--- config.mk ---
export PLATFORM = sky130hd
export DESIGN_NAME = phase_sequencer
export DESIGN_NICKNAME = d
export VERILOG_FILES = /design/src/rtl/phase_sequencer.sv
export SDC_FILE = /design/constraint.sdc
export NUM_CORES = 1
export LEC_CHECK = 0
export CAP_MARGIN = 10
export CORE_UTILIZATION = 40
export DETAILED_ROUTE_END_ITERATION = 10
export GPL_TIMING_DRIVEN = 1
export PLACE_DENSITY_LB_ADDON = 0.2
export RECOVER_POWER = 25
export SYNTH_ARGS = -nofsm -noshare
export SYNTH_HDL_FRONTEND = slang
export SYNTH_SLANG_ARGS = --single-unit
--- constraint.sdc ---
create_clock -name clk -period 4.2 [get_ports clk]
set_input_delay 0.84 -clock clk [delete_from_list [all_inputs] [get_ports clk]]
set_output_delay 0.84 -clock clk [all_outputs]
set_load 0.01 [all_outputs]
--- src/rtl/phase_sequencer.sv ---
// One-hot CPU phase generator with stall, phase skipping,
// ready-gated wait phases with a timeout watchdog and a cycle counter.
module phase_sequencer #(
    parameter int                  N_PHASES  = 4,
    parameter logic [N_PHASES-1:0] WAIT_MASK = 4'b1000,
    parameter int                  WAIT_MAX  = 7,
    parameter int                  CNT_W     = 16,
    localparam int                 IDX_W     = $clog2(N_PHASES),
    localparam int                 WC_W      = $clog2(WAIT_MAX + 1)
) (
    input  logic                clk,
    input  logic                rst_n,
    input  logic                stall,
    input  logic [N_PHASES-1:0] skip_mask,
    input  logic                ready,
    output logic [N_PHASES-1:0] phase,
    output logic [IDX_W-1:0]    phase_idx,
    output logic                phase_first,
    output logic                cycle_done,
    output logic                timeout,
    output logic [CNT_W-1:0]    cycle_count
);

    localparam logic [WC_W-1:0] WMAX = WC_W'(WAIT_MAX);

    logic [IDX_W-1:0] idx_q, idx_nxt, succ;
    logic [WC_W-1:0]  wc_q, wc_nxt;
    logic [CNT_W-1:0] cnt_q, cnt_nxt;
    logic             first_q, first_nxt;
    logic             done_q, done_nxt;
    logic             tmo_q, tmo_nxt;
    logic             is_wait, at_max, adv, forced;

    assign is_wait = WAIT_MASK[idx_q];
    assign at_max  = (wc_q == WMAX);
    assign adv     = !stall && (!is_wait || ready || at_max);
    assign forced  = adv && is_wait && !ready && at_max;

    // Lowest unskipped phase above the current one; phase 0 when none remain.
    always_comb begin
        succ = '0;
        for (int j = N_PHASES - 1; j >= 0; j--) begin
            if (j > int'(idx_q) && !skip_mask[j]) begin
                succ = IDX_W'(j);
            end
        end
    end

    always_ff @(posedge clk) begin
        if (!rst_n) begin
            idx_q   <= '0;
            wc_q    <= '0;
            cnt_q   <= '0;
            first_q <= 1'b1;
            done_q  <= 1'b0;
            tmo_q   <= 1'b0;
        end else begin
            idx_q   <= idx_nxt;
            wc_q    <= wc_nxt;
            cnt_q   <= cnt_nxt;
            first_q <= first_nxt;
            done_q  <= done_nxt;
            tmo_q   <= tmo_nxt;
        end
    end

    always_comb begin
        idx_nxt   = idx_q;
        wc_nxt    = wc_q;
        cnt_nxt   = cnt_q;
        first_nxt = 1'b0;
        done_nxt  = 1'b0;
        tmo_nxt   = 1'b0;
        if (adv) begin
            idx_nxt   = succ;
            wc_nxt    = '0;
            first_nxt = 1'b1;
            tmo_nxt   = forced;
            done_nxt  = (succ == '0);
            if (succ == '0) begin
                cnt_nxt = cnt_q + 1'b1;
            end
        end else if (!stall && is_wait) begin
            wc_nxt = wc_q + 1'b1;
        end
    end

    always_comb begin
        phase        = '0;
        phase[idx_q] = 1'b1;
        phase_idx    = idx_q;
        phase_first  = first_q;
        cycle_done   = done_q;
        timeout      = tmo_q;
        cycle_count  = cnt_q;
    end

endmodule

==> results_dict.tcl <==
set metrics [dict create \
    async_reset_ff_frac 0 \
    vias 1131 \
    post-cts-setup-buffers 0 \
    ctsResizeCount 0 \
    synth_edf_count 0 \
    antenna_found_initial 0 \
    io_buffers 31 \
    grt_max_degree 27 \
    io_pins 33 \
    critical_path_class "input port to flop" \
    dieArea_um2 3130 \
    post-place-ws_ns 1.16 \
    drtPass1Iterations 4 \
    r2r_cells 6 \
    netlist_instances 134 \
    rows 19 \
    track_usage 0.174 \
    worstMarginPinSlew_ns 0.741 \
    irDropWorstVdd_mv 0.319 \
    final-max-slew-violation-count 0 \
    status "finished, final reports clean" \
    layout.nets 177 \
    reg2reg_slack_ns 1.96 \
    power.internal_uw 351 \
    rr_startpoint "wc_q[0]" \
    final.min_clock_period_ns 2.72 \
    min_to "cycle_count[12]" \
    antenna_cells 0 \
    nFillCells 275 \
    synth-seq-cells 24 \
    die_h_um 55.9 \
    finalWorstSetupSlack_ns 1.48 \
    p_per_area_nw_per_um2 291 \
    clockBufferDepth 2 \
    slew-limit-headroom 0.506 \
    drcViolationCount 0 \
    drive_above_1_share 0.0485 \
    wire_per_inst_um 13.4 \
    numCtsBuffers 3 \
    hpwlAfterDp_um 1920 \
    drtAntennaViolNets 0 \
    swShare 0.219 \
    synthFlopType "dfxtp_1" \
    critPathRequiredTime_ns 4.45 \
    fin_util 0.559 \
    cts_tree "done" \
    dr.first_iter.drc_count 32 \
    finalSetupTns_ns 0 \
    hp-class "flop to flop" \
    viasPerCell 5.77 \
    die_w_um 55.9 \
    p_leak_nw 0.536 \
    path_max_fanout 26 \
    worstSetupStartpointType "input port" \
    worstReg2RegEnd "cycle_count[1]" \
    ys_warn_count 0 \
    coreArea_um2 2760 \
    crit_arrival_ns 2.97 \
    holdPathStages 2 \
    grt_pass1_vias 998 \
    clk_pin_slew_worst_paths_ns 0.13 \
    p_seq_frac 0.526 \
    synth_area_per_cell_um2 8.67 \
    root_buffer "clkbuf_4" \
    rsz0062_at_grt "false" \
    finalSetupViolCount 0 \
    hp-start "cycle_count[12]" \
    cap_violations 0 \
    period_share 0.647 \
    p_comb_frac 0.100 \
    hold_viol 0 \
    endpoint_kind "flop" \
    globalplace.congestion 0.749 \
    syn_to_final_growth_pct 32.7 \
    grt_first_pass_wirelength_um 4330 \
    netlist_area_um2 1160 \
    totalWireLength_um 2640 \
    worstSkewPairLatency_ns 0.32 \
    grt.overflow.total 0 \
    synth_cell_types 36 \
    h-tree-depth 1 \
    clockPowerShare 0.373 \
    initial_utilization 0.422 \
    clkSinkCount 24 \
    p_switching_uw 98.4 \
    ctsHoldBuffers 0 \
    fin_worst_skew_ns 0.00389 \
    synth.net_count 145 \
    yosysSeqAreaShare 0.413 \
    max_freq_mhz 368 \
]
==> power groups by stage <==
stage | combinational, mW | clock [mW] | sequential (mW)
floorplan | 0.0231 | 0 | 0.241
global placement | 0.0453 | 0 | 0.241
detailed placement | 0.0459 | 0 | 0.241
CTS | 0.0460 | 0.172 | 0.236
global route | 0.0489 | 0.183 | 0.237
finish | 0.0451 | 0.168 | 0.236
==> per-stage QoR <==
| step | hold slack, ns | std cells | instance area (µm²) | power (mW) |
|---|---|---|---|---|
| floorplan | 0.468 | 134 | 1160 | 0.264 |
| global placement | 0.482 | 192 | 1490 | 0.286 |
| detailed placement | 0.497 | 192 | 1490 | 0.287 |
| CTS | 0.516 | 196 | 1540 | 0.454 |
| global route | 0.545 | 196 | 1540 | 0.469 |
| finish | 0.513 | 196 | 1540 | 0.449 |
==> Yosys cell counts (all sizes together) (4+ instances only) <==
cell / count / share of area
mux2i: 4 / 0.034
nand2: 9 / 0.029
o31ai: 4 / 0.026
nor2: 11 / 0.036
inv: 5 / 0.016
o21ai: 7 / 0.033
or4: 4 / 0.026
nand4: 5 / 0.027
dfxtp: 24 / 0.41
or3: 5 / 0.027
a21oi: 15 / 0.065
nand3: 4 / 0.017
==> cell families after synthesis <==
family          count (synthesis)  synth area share
compound gates                 36             0.200
xor+xnor                        2            0.0151
fa+ha+maj                       3            0.0323
buf+inv                        10            0.0377
flops                          24             0.413
mux                             4            0.0344
simple gates                   55             0.267
==> cell usage in the layout, fill, tap and decap left out, types with 2 or more instances in the layout <==
cell type,synthesis,routed
dfxtp_1,24,24
clkdlybuf4s50_1,0,24
a21oi_1,15,15
nor2_1,11,11
nand2_1,9,9
dlygate4sd3_1,0,7
o21ai_0,6,6
inv_1,5,5
nand4_1,5,5
or3_1,5,5
mux2i_1,4,4
nand3_1,4,4
o31ai_1,4,4
or4_1,4,4
and2_1,3,3
a211oi_1,3,3
o41ai_1,3,3
ha_1,3,3
clkbuf_4,0,3
nand2b_1,2,2
xor2_1,2,2
nand4bb_1,2,2
and3_1,2,2
nor3_1,2,2
==> layout make-up <==
type	count	area, µm²	share of cell area
timing repair buffer	31	310	0.201
multi-input combinational	100	638	0.414
inverter	6	22.5	0.0146
sequential	24	480	0.311
clock inverter	1	30.0	0.0195
clock buffer	3	22.5	0.0146
tap	31	38.8	0.0251
==> registers in the layout (all words and copies together) (netlist names) <==
register / count
phase_idx: 2
cycle_done: 1
wc_q: 3
cycle_count: 16
phase_first: 1
timeout: 1
==> layer usage <==
metal | part of all wire | GRT usage
met1 | 0.47 | 0.228
met2 | 0.48 | 0.277
met3 | 0.041 | 0.0558
met4 | 0.0072 | 0.0488
met5 | 0 | 0
==> how the worst max path moves through the flow <==
stage	startpoint	to	slack, ns	depth (start not counted)
2_1_floorplan	skip_mask[1]	cycle_count[4]	2.16	5
3_3_place_gp	skip_mask[3]	cycle_count[11]	1.21	5
3_5_place_dp	skip_mask[3]	cycle_count[10]	1.16	5
4_1_cts	skip_mask[3]	cycle_count[10]	1.51	5
5_1_grt	skip_mask[3]	cycle_count[10]	1.40	5
6_report	skip_mask[3]	cycle_count[9]	1.48	5
==> critical path, cell delays in order <==
cell and delay (ns):
clkdlybuf4s50_1 0.55, a21oi_1 0.12, a2111o_1 0.72, or4_1 0.58
a21oi_1 0.15
Power figures use the tool's default switching activity.
